==> src/rtl/camera_config_sequencer.sv <==
`timescale 1ns/1ps
`default_nettype none
// ============================================================================
// Module      : camera_config_sequencer
// Description : Walks a synchronous config ROM of {reg, val} entries and
//               issues each one as a write request to an SCCB master.
//               16'hFFFF ends the table, 16'hFFF0 inserts a settle delay and
//               a write of reg 0x12 = 0x80 (sensor soft reset) is followed by
//               the same settle delay. NACKed writes are re-issued up to
//               MAX_RETRY times before the sequence stops with an error.
// Ports       : clock, reset (async, active low), start pulse
//               rom_addr / rom_data       : config ROM (1-cycle read latency)
//               sccb_valid/ready/reg/val  : write request handshake
//               sccb_done / sccb_nack     : write completion status
//               busy, done, error, err_index : sequence status
// Revision    : 1.0 - initial release
// ============================================================================
module camera_config_sequencer #(
    parameter int ROM_AW       = 8,
    parameter int DELAY_CYCLES = 1_000_000,
    parameter int MAX_RETRY    = 3
) (
    input  logic              clock,
    input  logic              reset,
    input  logic              start,
    output logic [ROM_AW-1:0] rom_addr,
    input  logic [15:0]       rom_data,
    output logic              sccb_valid,
    input  logic              sccb_ready,
    output logic [7:0]        sccb_reg,
    output logic [7:0]        sccb_val,
    input  logic              sccb_done,
    input  logic              sccb_nack,
    output logic              busy,
    output logic              done,
    output logic              error,
    output logic [ROM_AW-1:0] err_index
);

    localparam int c_RETRY_W = (MAX_RETRY > 0) ? $clog2(MAX_RETRY + 1) : 1;
    localparam int c_DLY_W   = $clog2(DELAY_CYCLES + 1);

    localparam logic [15:0]          c_END_MARK   = 16'hFFFF;
    localparam logic [15:0]          c_DELAY_MARK = 16'hFFF0;
    localparam logic [15:0]          c_SOFT_RESET = 16'h1280;
    localparam logic [ROM_AW-1:0]    c_LAST_ADDR  = {ROM_AW{1'b1}};
    localparam logic [c_DLY_W-1:0]   c_DLY_LOAD   = c_DLY_W'(DELAY_CYCLES - 1);
    localparam logic [c_RETRY_W-1:0] c_RETRY_MAX  = c_RETRY_W'(MAX_RETRY);

    typedef enum logic [2:0] {
        IDLE      = 3'd0,
        FETCH     = 3'd1,
        LATCH     = 3'd2,
        ISSUE     = 3'd3,
        WAIT_DONE = 3'd4,
        DELAY     = 3'd5,
        DONE      = 3'd6,
        ERROR     = 3'd7
    } state_t;

    state_t               r_state,     w_state_nxt;
    logic [ROM_AW-1:0]    r_addr,      w_addr_nxt;
    logic [15:0]          r_entry,     w_entry_nxt;
    logic [c_RETRY_W-1:0] r_retry,     w_retry_nxt;
    logic [c_DLY_W-1:0]   r_dly_cnt,   w_dly_nxt;
    logic [ROM_AW-1:0]    r_err_index, w_err_nxt;

    // Where "advance" leads: the last ROM slot ends the sequence instead of
    // wrapping back to address 0.
    state_t               w_adv_state;
    logic [ROM_AW-1:0]    w_adv_addr;

    always_ff @(posedge clock or negedge reset) begin
        if (!reset) begin
            r_state     <= IDLE;
            r_addr      <= '0;
            r_entry     <= '0;
            r_retry     <= '0;
            r_dly_cnt   <= '0;
            r_err_index <= '0;
        end else begin
            r_state     <= w_state_nxt;
            r_addr      <= w_addr_nxt;
            r_entry     <= w_entry_nxt;
            r_retry     <= w_retry_nxt;
            r_dly_cnt   <= w_dly_nxt;
            r_err_index <= w_err_nxt;
        end
    end

    always_comb begin
        w_state_nxt = r_state;
        w_addr_nxt  = r_addr;
        w_entry_nxt = r_entry;
        w_retry_nxt = r_retry;
        w_dly_nxt   = r_dly_cnt;
        w_err_nxt   = r_err_index;

        if (r_addr == c_LAST_ADDR) begin
            w_adv_state = DONE;
            w_adv_addr  = r_addr;
        end else begin
            w_adv_state = FETCH;
            w_adv_addr  = r_addr + 1'b1;
        end

        case (r_state)
            IDLE, DONE, ERROR: begin
                if (start) begin
                    w_state_nxt = FETCH;
                    w_addr_nxt  = '0;
                    w_retry_nxt = '0;
                end
            end
            FETCH: begin
                w_state_nxt = LATCH;
            end
            LATCH: begin
                // rom_data is valid here for the address driven in FETCH;
                // decode straight from it and keep a copy for ISSUE.
                w_entry_nxt = rom_data;
                if (rom_data == c_END_MARK) begin
                    w_state_nxt = DONE;
                end else if (rom_data == c_DELAY_MARK) begin
                    w_state_nxt = DELAY;
                    w_dly_nxt   = c_DLY_LOAD;
                end else begin
                    w_state_nxt = ISSUE;
                end
            end
            ISSUE: begin
                if (sccb_ready) begin
                    w_state_nxt = WAIT_DONE;
                end
            end
            WAIT_DONE: begin
                if (sccb_done) begin
                    if (sccb_nack) begin
                        if (r_retry >= c_RETRY_MAX) begin
                            w_err_nxt   = r_addr;
                            w_state_nxt = ERROR;
                        end else begin
                            w_retry_nxt = r_retry + 1'b1;
                            w_state_nxt = ISSUE;
                        end
                    end else begin
                        w_retry_nxt = '0;
                        if (r_entry == c_SOFT_RESET) begin
                            w_state_nxt = DELAY;
                            w_dly_nxt   = c_DLY_LOAD;
                        end else begin
                            w_state_nxt = w_adv_state;
                            w_addr_nxt  = w_adv_addr;
                        end
                    end
                end
            end
            DELAY: begin
                // Counter is loaded with DELAY_CYCLES-1 on entry, so leaving
                // on zero gives exactly DELAY_CYCLES clocks in this state.
                if (r_dly_cnt == '0) begin
                    w_state_nxt = w_adv_state;
                    w_addr_nxt  = w_adv_addr;
                end else begin
                    w_dly_nxt = r_dly_cnt - 1'b1;
                end
            end
            default: begin
                w_state_nxt = IDLE;
            end
        endcase
    end

    // Outputs decode directly from registers so the asynchronous reset
    // clears them without waiting for a clock edge.
    assign rom_addr   = r_addr;
    assign sccb_valid = (r_state == ISSUE);
    assign sccb_reg   = r_entry[15:8];
    assign sccb_val   = r_entry[7:0];
    assign busy       = (r_state == FETCH) || (r_state == LATCH) ||
                        (r_state == ISSUE) || (r_state == WAIT_DONE) ||
                        (r_state == DELAY);
    assign done       = (r_state == DONE);
    assign error      = (r_state == ERROR);
    assign err_index  = r_err_index;

endmodule
`default_nettype wire

==> config.mk <==
export PLATFORM = sky130hd
export DESIGN_NAME = camera_config_sequencer
export DESIGN_NICKNAME = d
export VERILOG_FILES = /design/src/rtl/camera_config_sequencer.sv
export SDC_FILE = /design/constraint.sdc
export NUM_CORES = 1
export LEC_CHECK = 0
export ABC_CLOCK_PERIOD_IN_PS = 3100
export CAP_MARGIN = 25
export CORE_MARGIN = 4
export CORE_UTILIZATION = 45
export DETAILED_ROUTE_END_ITERATION = 7
export PLACE_DENSITY = 0.75
export SYNTH_ARGS = -nofsm -noshare
export SYNTH_HDL_FRONTEND = slang
export SYNTH_SLANG_ARGS = --single-unit
==> constraint.sdc <==
create_clock -name clock -period 3.1 [get_ports clock]
set_clock_uncertainty 0.15 [all_clocks]
set_input_delay 0.775 -clock clock [delete_from_list [all_inputs] [get_ports clock]]
set_output_delay 0.775 -clock clock [all_outputs]
set_load 0.02 [all_outputs]
==> flow_summary.yaml <==
global_routing:
  grt_overflow_total: 0
  antenna_found_initial: 0
  grt_use_total_pct: 19.61
  grt_pass1_vias: 2733
  grt_pass1_wl_um: 13070
  grt_start_max_net_pins: 33
clocking:
  cts_max_path_buffers: 2
  htreeDepth: 3
  cts_setup_buffers: 0
  cts-buffers-inserted: 9
  cts_tree: "done"
  clock-sinks: 57
  clkTransAtPathRegs_ps: 60
  ctsResizeCount: 0
  hold_buffers: 0
  cts_root_buf: "clkbuf_8"
  insertion_delay_ps: 330
layout:
  drive_above_1_share_pct: 15.72
  diodes: 0
  syn_to_final_growth_pct: 28.83
  post-route-cell-area_um2: 3941
  fin_util_pct: 61.02
  final_net_count: 390
  instances_no_fill: 446
yosys:
  netlist_instances: 298
  ys.flop_type: "dfrtp_1"
  yosys.area.top_type: "dfrtp_1"
  ys_seq_area_share_pct: 46.63
  synth_cell_type_count: 50
  synth_warnings: 0
  synth_top_area_share_pct: 46.63
  synth-seq-cells: 57
  syn-cell-area_um2: 3059
  synthTopCellsByArea: "dfrtp_1 (47%), mux2_2 (10%), o31ai_1 (3.9%)"
  synth.avg_cell_area_um2: 10.27
  async_flop_share_pct: 100.0
  syn_nets: 324
  synth_edf_count: 0
route:
  route.detailed.drc: 0
  wl_um: 7611
  drtAntennaViolNets: 0
  dr.pass1.iters: 5
  via_per_inst: 5.984
  vias: 2669
  drt_iter0_drc: 158
  post_drt_wl_per_cell_um: 17.07
sta:
  slew_headroom_pct: 46.63
  rsz0062_at_grt: "no"
  slew_violations: 0
  hold_viol_final: 0
  finalSetupTns_ps: 0
  whs_ps: 291.1
  finalCriticalPeriod_ps: 2895
  setup_ws_ps: 205.0
  finalCritPeriodShare_pct: 93.39
  worstMarginPinSlew_ps: 795.7
  max_freq_mhz: 345.4
  setup_viol: 0
pwr:
  cellPowerDensity_nw_per_um2: 820.2
  leakagePower_nw: 1.588
  irDropWorstVdd_mv: 0.5978
  power.total_mw: 3.233
floorplanning:
  fp.dieH_um: 90.45
  row_count: 29
  initial_core_util_pct: 47.37
  num_io_pins: 58
  dieArea_um2: 8181
  die_w_um: 90.45
  core_um2: 6459
place:
  dp_hpwl_um: 5389
  placed_area_um2: 3752
  portBuffers: 57
  dp.cells: 430
  gp_congestion: 0.8197
  place_worst_setup_slack_ps: 122.2
setup_path:
  rrSetupSlack_ps: 320
  critPathBufInv: 2
  r2r_end: "r_state[2]"
  critical-path-top-delay-family: "buffers and inverters"
  startpoint_type: "register"
  cp_max_fo: 9
  cp.required_ps: 2170
  worstPathArrival_ps: 1970
  r2r_start: "r_dly_cnt[12]"
  path_depth: 4
  critPathKind: "register to output port"
  max_stage_delay_ps: 540
  cp-end-kind: "output port"
  slowest_stage: "clkdlybuf4s50_1"
  reg2regPathDepth: 5
  crit_chain: "or3_1 > nand2_1 > inv_1 > clkdlybuf4s50_1"
hold_path:
  hold_class: "input pin to asynchronous set/reset pin"
status:
  status: "completed"
job:
  maxCapViolCount: 0
==> cells by family after synthesis <==
family	count (synthesis)	synth area share, %
mux	31	11.29
fa+ha+maj	4	1.636
flops	57	46.63
buf+inv	25	3.435
compound gates	84	20.12
simple gates	97	16.89
==> cells in the final DEF, fill, tap and decap left out, types with 12 or more instances in the layout <==
cell type        Yosys  final
inv_1               12     12
dfrtp_1             57     57
a31oi_1             12     12
mux2_2              28     28
nor3_1              16     16
nor2_1              23     23
o31ai_1             16     16
nand2_1             13     13
clkdlybuf4s50_1      0     56
==> area by class of cell <==
type                       count  area (µm²)
multi-input combinational    216        1528
fill                         541        2517
clock inverter                 3       40.04
timing repair buffer          67       653.1
clock buffer                  13       148.9
sequential                    57        1426
inverter                      13       48.80
tap                           77       96.34
==> synth_stat cells (all sizes together) (2+ instances only) <==
| master | instances |
|---|---|
| a21oi | 10 |
| dfrtp | 57 |
| o21ai | 10 |
| or3 | 5 |
| nor2 | 23 |
| nand3 | 5 |
| a22oi | 2 |
| inv | 12 |
| nand4 | 5 |
| nand2b | 4 |
| and3 | 4 |
| nor3 | 16 |
| or4 | 2 |
| and2 | 4 |
| nand2 | 13 |
| and4 | 3 |
| buf | 4 |
| a211o | 2 |
| a31oi | 12 |
| ha | 4 |
| a211oi | 7 |
| o31ai | 16 |
| o21a | 4 |
| o211ai | 2 |
| mux2 | 28 |
| nor4b | 3 |
| clkbuf | 8 |
| o41ai | 9 |
| nor4 | 5 |
| mux2i | 3 |
==> where the power goes <==
part	leakage, nW	internal (mW)	switching (mW)	total [mW]
Sequential	0.694	0.937	0.209	1.15
Combinational	0.797	0.661	0.745	1.41
Clock	0.0974	0.391	0.289	0.680
==> worst max path at each step <==
stage,start,to
5_1_grt,r_state[2],sccb_valid
3_3_place_gp,rom_data[9],r_dly_cnt[6]
6_report,r_state[2],busy
2_1_floorplan,r_dly_cnt[12],r_state[2]
4_1_cts,r_state[2],busy
3_5_place_dp,rom_data[9],r_dly_cnt[6]
==> metal layers <==
metal	GRT usage (%)	up-vias	part of all wire, %
met2	32.05	83	48
met5	0	-	0
met3	5.333	9	5.5
met1	24.84	1307	45
li1	-	1270	-
met4	7.270	0	1.4
==> state kept, by name, indices dropped and copies added, names as in the netlist <==
register   cells
r_entry       16
r_state        3
err_index      8
r_dly_cnt     20
rom_addr       8
r_retry        2
Note: power is estimated with default switching activity, not from simulation.
